`src/rtl/i2s_pkg.sv`:
```
// ============================================================================
// Module  : i2s_pkg
// Purpose : Shared types and constants for the I2S SCK/WS timing generator.
//           Macro I2S_LEFT_JUSTIFIED_EN selects the zero-delay data format.
// Revision: 1.0 - initial release
// ============================================================================
`default_nettype none

package i2s_pkg;

  // Generator run state
  typedef enum logic [1:0] {
    IDLE = 2'd0,
    RUN  = 2'd1,
    STOP = 2'd2
  } state_e;

  // Word-select polarity
  localparam logic WS_LEFT  = 1'b0;
  localparam logic WS_RIGHT = 1'b1;

  // Data delay in SCK periods between the ws edge and the slot MSB
`ifdef I2S_LEFT_JUSTIFIED_EN
  localparam int DATA_DELAY = 0;
`else
  localparam int DATA_DELAY = 1;
`endif

  // Width of a counter spanning both channel slots of one frame
  function automatic int slot_width(input int word_bits);
    return $clog2(2 * word_bits);
  endfunction

endpackage

`default_nettype wire

```
`src/rtl/i2s_clk_div.sv`:
```
// ============================================================================
// Module  : i2s_clk_div
// Purpose : SCK half-period divider. Counts 0..div_q while running and emits
//           a toggle strobe on the terminal count. div_q is only reloaded on
//           request so a frame always runs at one rate.
// Revision: 1.0 - initial release
// ============================================================================
`default_nettype none

module i2s_clk_div #(
  parameter int DIV_W = 8
) (
  input  logic             clk,
  input  logic             rst,
  input  logic             run,
  input  logic             reload,
  input  logic [DIV_W-1:0] div_cfg,
  output logic             toggle
);

  logic [DIV_W-1:0] r_div_q;
  logic [DIV_W-1:0] r_div_cnt;

  // Terminal count of the half period; suppressed while stopped
  assign toggle = run && (r_div_cnt == r_div_q);

  // Divider reload register: frame-rate configuration snapshot
  always_ff @(posedge clk or posedge rst) begin
    if (rst) begin
      r_div_q <= '0;
    end else if (reload) begin
      r_div_q <= div_cfg;
    end
  end

  // Half-period counter; clears on terminal count so all-ones cannot wrap
  always_ff @(posedge clk or posedge rst) begin
    if (rst) begin
      r_div_cnt <= '0;
    end else if (!run || toggle) begin
      r_div_cnt <= '0;
    end else begin
      r_div_cnt <= r_div_cnt + 1'b1;
    end
  end

endmodule

`default_nettype wire

```
`src/rtl/i2s_sck_ws_gen.sv`:
```
// ============================================================================
// Module  : i2s_sck_ws_gen
// Purpose : Master-mode I2S timing generator. Produces sck, ws, edge strobes,
//           the serialiser bit index and a per-frame pulse.
//           Macro I2S_LEFT_JUSTIFIED_EN selects left-justified bit indexing.
// Revision: 1.0 - initial release
// ============================================================================
`default_nettype none

module i2s_sck_ws_gen
  import i2s_pkg::*;
#(
  parameter int WORD_BITS = 16,
  parameter int DIV_W     = 8
) (
  input  logic                         clk,
  input  logic                         rst,
  input  logic                         enable,
  input  logic [DIV_W-1:0]             div_cfg,
  output logic                         sck,
  output logic                         ws,
  output logic                         sck_rise,
  output logic                         sck_fall,
  output logic [$clog2(WORD_BITS)-1:0] bit_idx,
  output logic                         frame_pulse,
  output logic                         busy
);

  localparam int SLOT_W = slot_width(WORD_BITS);
  localparam int BIT_W  = $clog2(WORD_BITS);
  localparam logic [SLOT_W-1:0] SLOT_LAST = SLOT_W'(2 * WORD_BITS - 1);
  localparam logic [SLOT_W-1:0] SLOT_HALF = SLOT_W'(WORD_BITS);

  state_e            r_state;
  state_e            w_next_state;
  logic [SLOT_W-1:0] r_slot_cnt;
  logic [SLOT_W-1:0] w_slot_next;
  logic              w_run;
  logic              w_reload;
  logic              w_toggle;
  logic              w_wrap;
  int                w_bit_pos;

  // Divider runs in RUN and STOP; reloads on start and at each frame wrap
  assign w_run       = (r_state != IDLE);
  assign w_wrap      = w_toggle && sck && (r_slot_cnt == SLOT_LAST);
  assign w_reload    = ((r_state == IDLE) && enable) || w_wrap;
  assign w_slot_next = (r_slot_cnt == SLOT_LAST) ? '0 : r_slot_cnt + 1'b1;

  i2s_clk_div #(
    .DIV_W (DIV_W)
  ) u_clk_div (
    .clk     (clk),
    .rst     (rst),
    .run     (w_run),
    .reload  (w_reload),
    .div_cfg (div_cfg),
    .toggle  (w_toggle)
  );

  // State register
  always_ff @(posedge clk or posedge rst) begin
    if (rst) begin
      r_state <= IDLE;
    end else begin
      r_state <= w_next_state;
    end
  end

  // Next-state logic; STOP only drops to IDLE in the frame-pulse cycle
  always_comb begin
    w_next_state = r_state;
    case (r_state)
      IDLE:    w_next_state = enable ? RUN : IDLE;
      RUN:     w_next_state = enable ? RUN : STOP;
      STOP: begin
        if (enable) begin
          w_next_state = RUN;
        end else if (frame_pulse) begin
          w_next_state = IDLE;
        end else begin
          w_next_state = STOP;
        end
      end
      default: w_next_state = IDLE;
    endcase
  end

  // Outputs derived from state: busy flag and bit index of the current slot
  always_comb begin
    busy      = (r_state != IDLE);
    bit_idx   = '0;
    w_bit_pos = 0;
    if (r_state != IDLE) begin
      w_bit_pos = ((int'(r_slot_cnt) + 2 * WORD_BITS - DATA_DELAY) % (2 * WORD_BITS)) % WORD_BITS;
      bit_idx   = BIT_W'(WORD_BITS - 1 - w_bit_pos);
    end
  end

  // sck/ws/slot registers and strobes, all updated on divider toggles
  always_ff @(posedge clk or posedge rst) begin
    if (rst) begin
      sck         <= 1'b0;
      ws          <= WS_LEFT;
      sck_rise    <= 1'b0;
      sck_fall    <= 1'b0;
      frame_pulse <= 1'b0;
      r_slot_cnt  <= '0;
    end else if (w_next_state == IDLE) begin
      sck         <= 1'b0;
      ws          <= WS_LEFT;
      sck_rise    <= 1'b0;
      sck_fall    <= 1'b0;
      frame_pulse <= 1'b0;
      r_slot_cnt  <= '0;
    end else begin
      sck_rise    <= w_toggle && !sck;
      sck_fall    <= w_toggle && sck;
      frame_pulse <= w_wrap;
      if (w_toggle) begin
        sck <= ~sck;
        if (sck) begin
          r_slot_cnt <= w_slot_next;
          ws         <= (w_slot_next >= SLOT_HALF) ? WS_RIGHT : WS_LEFT;
        end
      end
    end
  end

endmodule

`default_nettype wire

```
`config.mk`:
```
export PLATFORM = sky130hd
export DESIGN_NAME = i2s_sck_ws_gen
export DESIGN_NICKNAME = d
export VERILOG_FILES = /design/src/rtl/i2s_pkg.sv /design/src/rtl/i2s_clk_div.sv /design/src/rtl/i2s_sck_ws_gen.sv
export SDC_FILE = /design/constraint.sdc
export NUM_CORES = 1
export LEC_CHECK = 0
export BUFFER_PORTS_ARGS = -buffer_cell sky130_fd_sc_hd__buf_2
export CAP_MARGIN = 0
export CORE_ASPECT_RATIO = 1.2
export CORE_UTILIZATION = 42
export CTS_CLUSTER_DIAMETER = 50
export DETAILED_ROUTE_END_ITERATION = 7
export PLACE_DENSITY_LB_ADDON = 0.3
export SLEW_MARGIN = 10
export SYNTH_ARGS = -nofsm -noshare
export SYNTH_HDL_FRONTEND = slang
export SYNTH_SLANG_ARGS = --single-unit
```
`constraint.sdc`:
```
create_clock -name clk -period 2.8 [get_ports clk]
set_input_delay 0 -clock clk [delete_from_list [all_inputs] [get_ports clk]]
set_output_delay 0 -clock clk [all_outputs]
set_load 0.03 [all_outputs]
```
==> impl_metrics.env <==
export IMPL_status="completed"
export IMPL_post_synth_num_cell_types=35
export IMPL_ios=21
export IMPL_io_buffers=20
export IMPL_cp_num_buf_inv=0
export IMPL_synthToLayoutAreaGrowth_pct=19.6
export IMPL_required_ns=3.04
export IMPL_top_layer="met4"
export IMPL_multi_input_area_um2=617
export IMPL_peakVddDrop_v=0.000389
export IMPL_grt_antenna_before_repair=0
export IMPL_synth_top_area_frac=0.505
export IMPL_synth_simple_gate_area_frac=0.182
export IMPL_syn_area_um2=1340
export IMPL_root_buffer="clkbuf_4"
export IMPL_postCtsResizedCells=0
export IMPL_ys_warnings_count=0
export IMPL_dp_cells=177
export IMPL_crit_type="register to register"
export IMPL_die_w_um=53.5
export IMPL_fin_nets=171
export IMPL_max_freq_mhz=433
export IMPL_regArea_um2=676
export IMPL_cts_buffer_depth=2
export IMPL_synth_compound_area_share=0.0617
export IMPL_arrival_ns=2.55
export IMPL_grt_max_degree=28
export IMPL_ys_flop_type="dfrtp_1"
export IMPL_synth_edf_count=0
export IMPL_clock_latency_ns=0.33
export IMPL_netlist_top_cell_by_area="dfrtp_1"
export IMPL_drtAntennaViolNets=0
export IMPL_cts_hold_buf=10
export IMPL_cap_violations=0
export IMPL_synthCells=123
export IMPL_synth_mux_area_frac=0.0748
export IMPL_cts_clk_slew_worst_paths_ns=0.15
export IMPL_ys_top_cells_by_area="dfrtp_1, mux2_2, xnor2_1"
export IMPL_syn_nets=138
export IMPL_cpLargestDelayFamily="simple AND/OR/NAND/NOR gates"
export IMPL_p_per_area_nw_per_um2=495
export IMPL_wire_per_inst_um=14.1
export IMPL_die_height_um=63.8
export IMPL_slowest_stage="or4_4"
export IMPL_yosysMostFrequentCell="dfrtp_1"
export IMPL_vias=1003
export IMPL_postCtsSetupBuffers=0
export IMPL_seq_area_frac_synth=0.505
export IMPL_grt_pass1_vias=1020
export IMPL_min_path_type="input pin to register"
export IMPL_core_rowCount=22
export IMPL_place_congestion=0.773
export IMPL_post_synth_xor_area_fraction=0.105
export IMPL_synth_top_family_by_area="simple AND/OR/NAND/NOR gates"
export IMPL_cp_end_kind="register"
export IMPL_fillers=273
export IMPL_finalWirelength_mm=2.70
export IMPL_htree_levels=1
export IMPL_p_leak_uw=0.000729
export IMPL_post_route_period_util=0.824
export IMPL_cts_buffers_inserted=3
export IMPL_finalHoldViolCount=0
export IMPL_start_kind="register"
export IMPL_drive_gt1_frac=0.258
export IMPL_hp_start="enable"
export IMPL_grt_pass1_wl_mm=4.46
export IMPL_route_detailed_drc=0
export IMPL_antenna_cells=0
export IMPL_viasPerCell=5.25
export IMPL_critPathMaxFanout=12
export IMPL_syn_avg_cell_area_um2=10.9
export IMPL_synth_fa_ha_area_frac=0.0374
export IMPL_instances_no_fill=191
export IMPL_critPathLaunch="u_clk_div.r_div_cnt[1]$_DFF_PP0_"
export IMPL_core_area_um2=3060
export IMPL_slew_viol_final=0
export IMPL_start_util=0.438
export IMPL_drt_initial_drc_count=6
export IMPL_slowest_delay_ns=0.65
export IMPL_grt_overflow=0
export IMPL_synthTopCellsByCount="dfrtp_1, nor3_1, xnor2_1, mux2_2"
export IMPL_fin_tns_setup_ns=0
export IMPL_routedLengthMet1_mm=1.22
export IMPL_clock_sinks=27
export IMPL_clock_skew_ns=0.00505
export IMPL_placed_area_um2=1470
export IMPL_dr_wl_met2_mm=1.36
export IMPL_r2r_start="u_clk_div.r_div_cnt[1]$_DFF_PP0_"
export IMPL_path_cells="xnor2_1, nand4_1, or4_4, o21ai_2, mux2_2"
export IMPL_period_minus_slack_ns=2.31
export IMPL_tightest_slew_ns=1.02
export IMPL_async_flop_share=1.00
export IMPL_die_area_um2=3420
export IMPL_cts_tree="yes"
export IMPL_finalSetupViolations=0
export IMPL_ys_seq_elements=27
export IMPL_final_area_um2=1600
export IMPL_max_slew_margin_rel=0.320
export IMPL_grt_setup_unrepaired="false"
export IMPL_hpwl_mm=1.90
export IMPL_dr_pass1_iters=4
export IMPL_route_met3_wl_um=87
export IMPL_grt_usage=0.179
==> report_power, final <==
part | switching (uW) | total (uW) | internal, uW | leakage (uW)
logic | 67.3 | 146 | 78.8 | 0.000359
registers | 41.1 | 469 | 428 | 0.000353
clock network | 122 | 176 | 53.8 | 0.0000177
total | 231 | 791 | 560 | 0.000729
==> area by class of cell <==
| class | count | area share |
|---|---|---|
| flip-flops and latches | 27 | 0.423 |
| multi-input cells | 86 | 0.386 |
| repair buffers | 31 | 0.130 |
| well taps | 36 | 0.0282 |
| inverters | 7 | 0.0164 |
| clock buffers | 3 | 0.0141 |
| clock inverters | 1 | 0.00313 |
==> metrics by stage <==
| step | utilization | hold WS (ns) | total power [uW] | worst slack [ns] |
|---|---|---|---|---|
| 3_3_place_gp | 0.482 | 0.200 | 604 | 0.601 |
| 2_1_floorplan | - | 0.0527 | 571 | 0.747 |
| 3_5_place_dp | 0.482 | 0.213 | 613 | 0.497 |
| 5_1_grt | 0.523 | 0.394 | 827 | 0.346 |
| 4_1_cts | 0.523 | 0.377 | 796 | 0.475 |
| 6_report | 0.523 | 0.388 | 791 | 0.493 |
==> kinds of logic (layout without fill, tap and decap cells) <==
group / count (synthesis) / in the layout
simple gates: 43 / 43
flops: 27 / 27
xor+xnor: 16 / 16
compound gates: 14 / 14
buf+inv: 10 / 42
mux: 9 / 9
fa+ha+maj: 4 / 4
==> metal layers <==
metal	global-route usage	up-vias
li1	-	492
met1	0.216	485
met2	0.298	21
met3	0.0524	5
met4	0.0559	0
met5	0	-
==> placed cells by master, fill, tap and decap left out, types with 2 or more instances in the layout <==
cell and instances:
buf_2 20, mux2_2 8, a21oi_1 6, clkbuf_4 3, o21ai_0 3, xor2_1 7, nor2_1 7, and3_1 2
nor3_1 9, dlygate4sd3_1 10, inv_1 7, nand2_1 5, dfrtp_1 27, xnor2_1 9, ha_1 4, nand3_1 6
==> final timing paths <==
kind,endpoint,slack [ns],cells past startpoint
hold reg to reg,sck_rise$_DFF_PP0_,0.53,1
setup / recovery,u_clk_div.r_div_q[7]$_DFFE_PP0P_,0.49,5
setup reg to reg,u_clk_div.r_div_q[7]$_DFFE_PP0P_,0.49,5
hold / removal,r_state[1]$_DFF_PP0_,0.39,3
min in group asynchronous,u_clk_div.r_div_q[5]$_DFFE_PP0P_,0.44,3
max in group asynchronous,r_slot_cnt[0]$_DFFE_PP0P_,1.75,3
==> sequential cells by signal, summed over array words and instances, names as in the netlist <==
register             flops
sck_fall                 1
sck_rise                 1
u_clk_div.r_div_cnt      8
u_clk_div.r_div_q        8
frame_pulse              1
ws                       1
sck                      1
r_state                  2
r_slot_cnt               4
==> tightest hold or removal path: cells and delay by family <==
kind,cells,cell delay (ns)
compound gates,1,0.05
buf+inv,2,0.65
(Power assumes the default switching activity.)
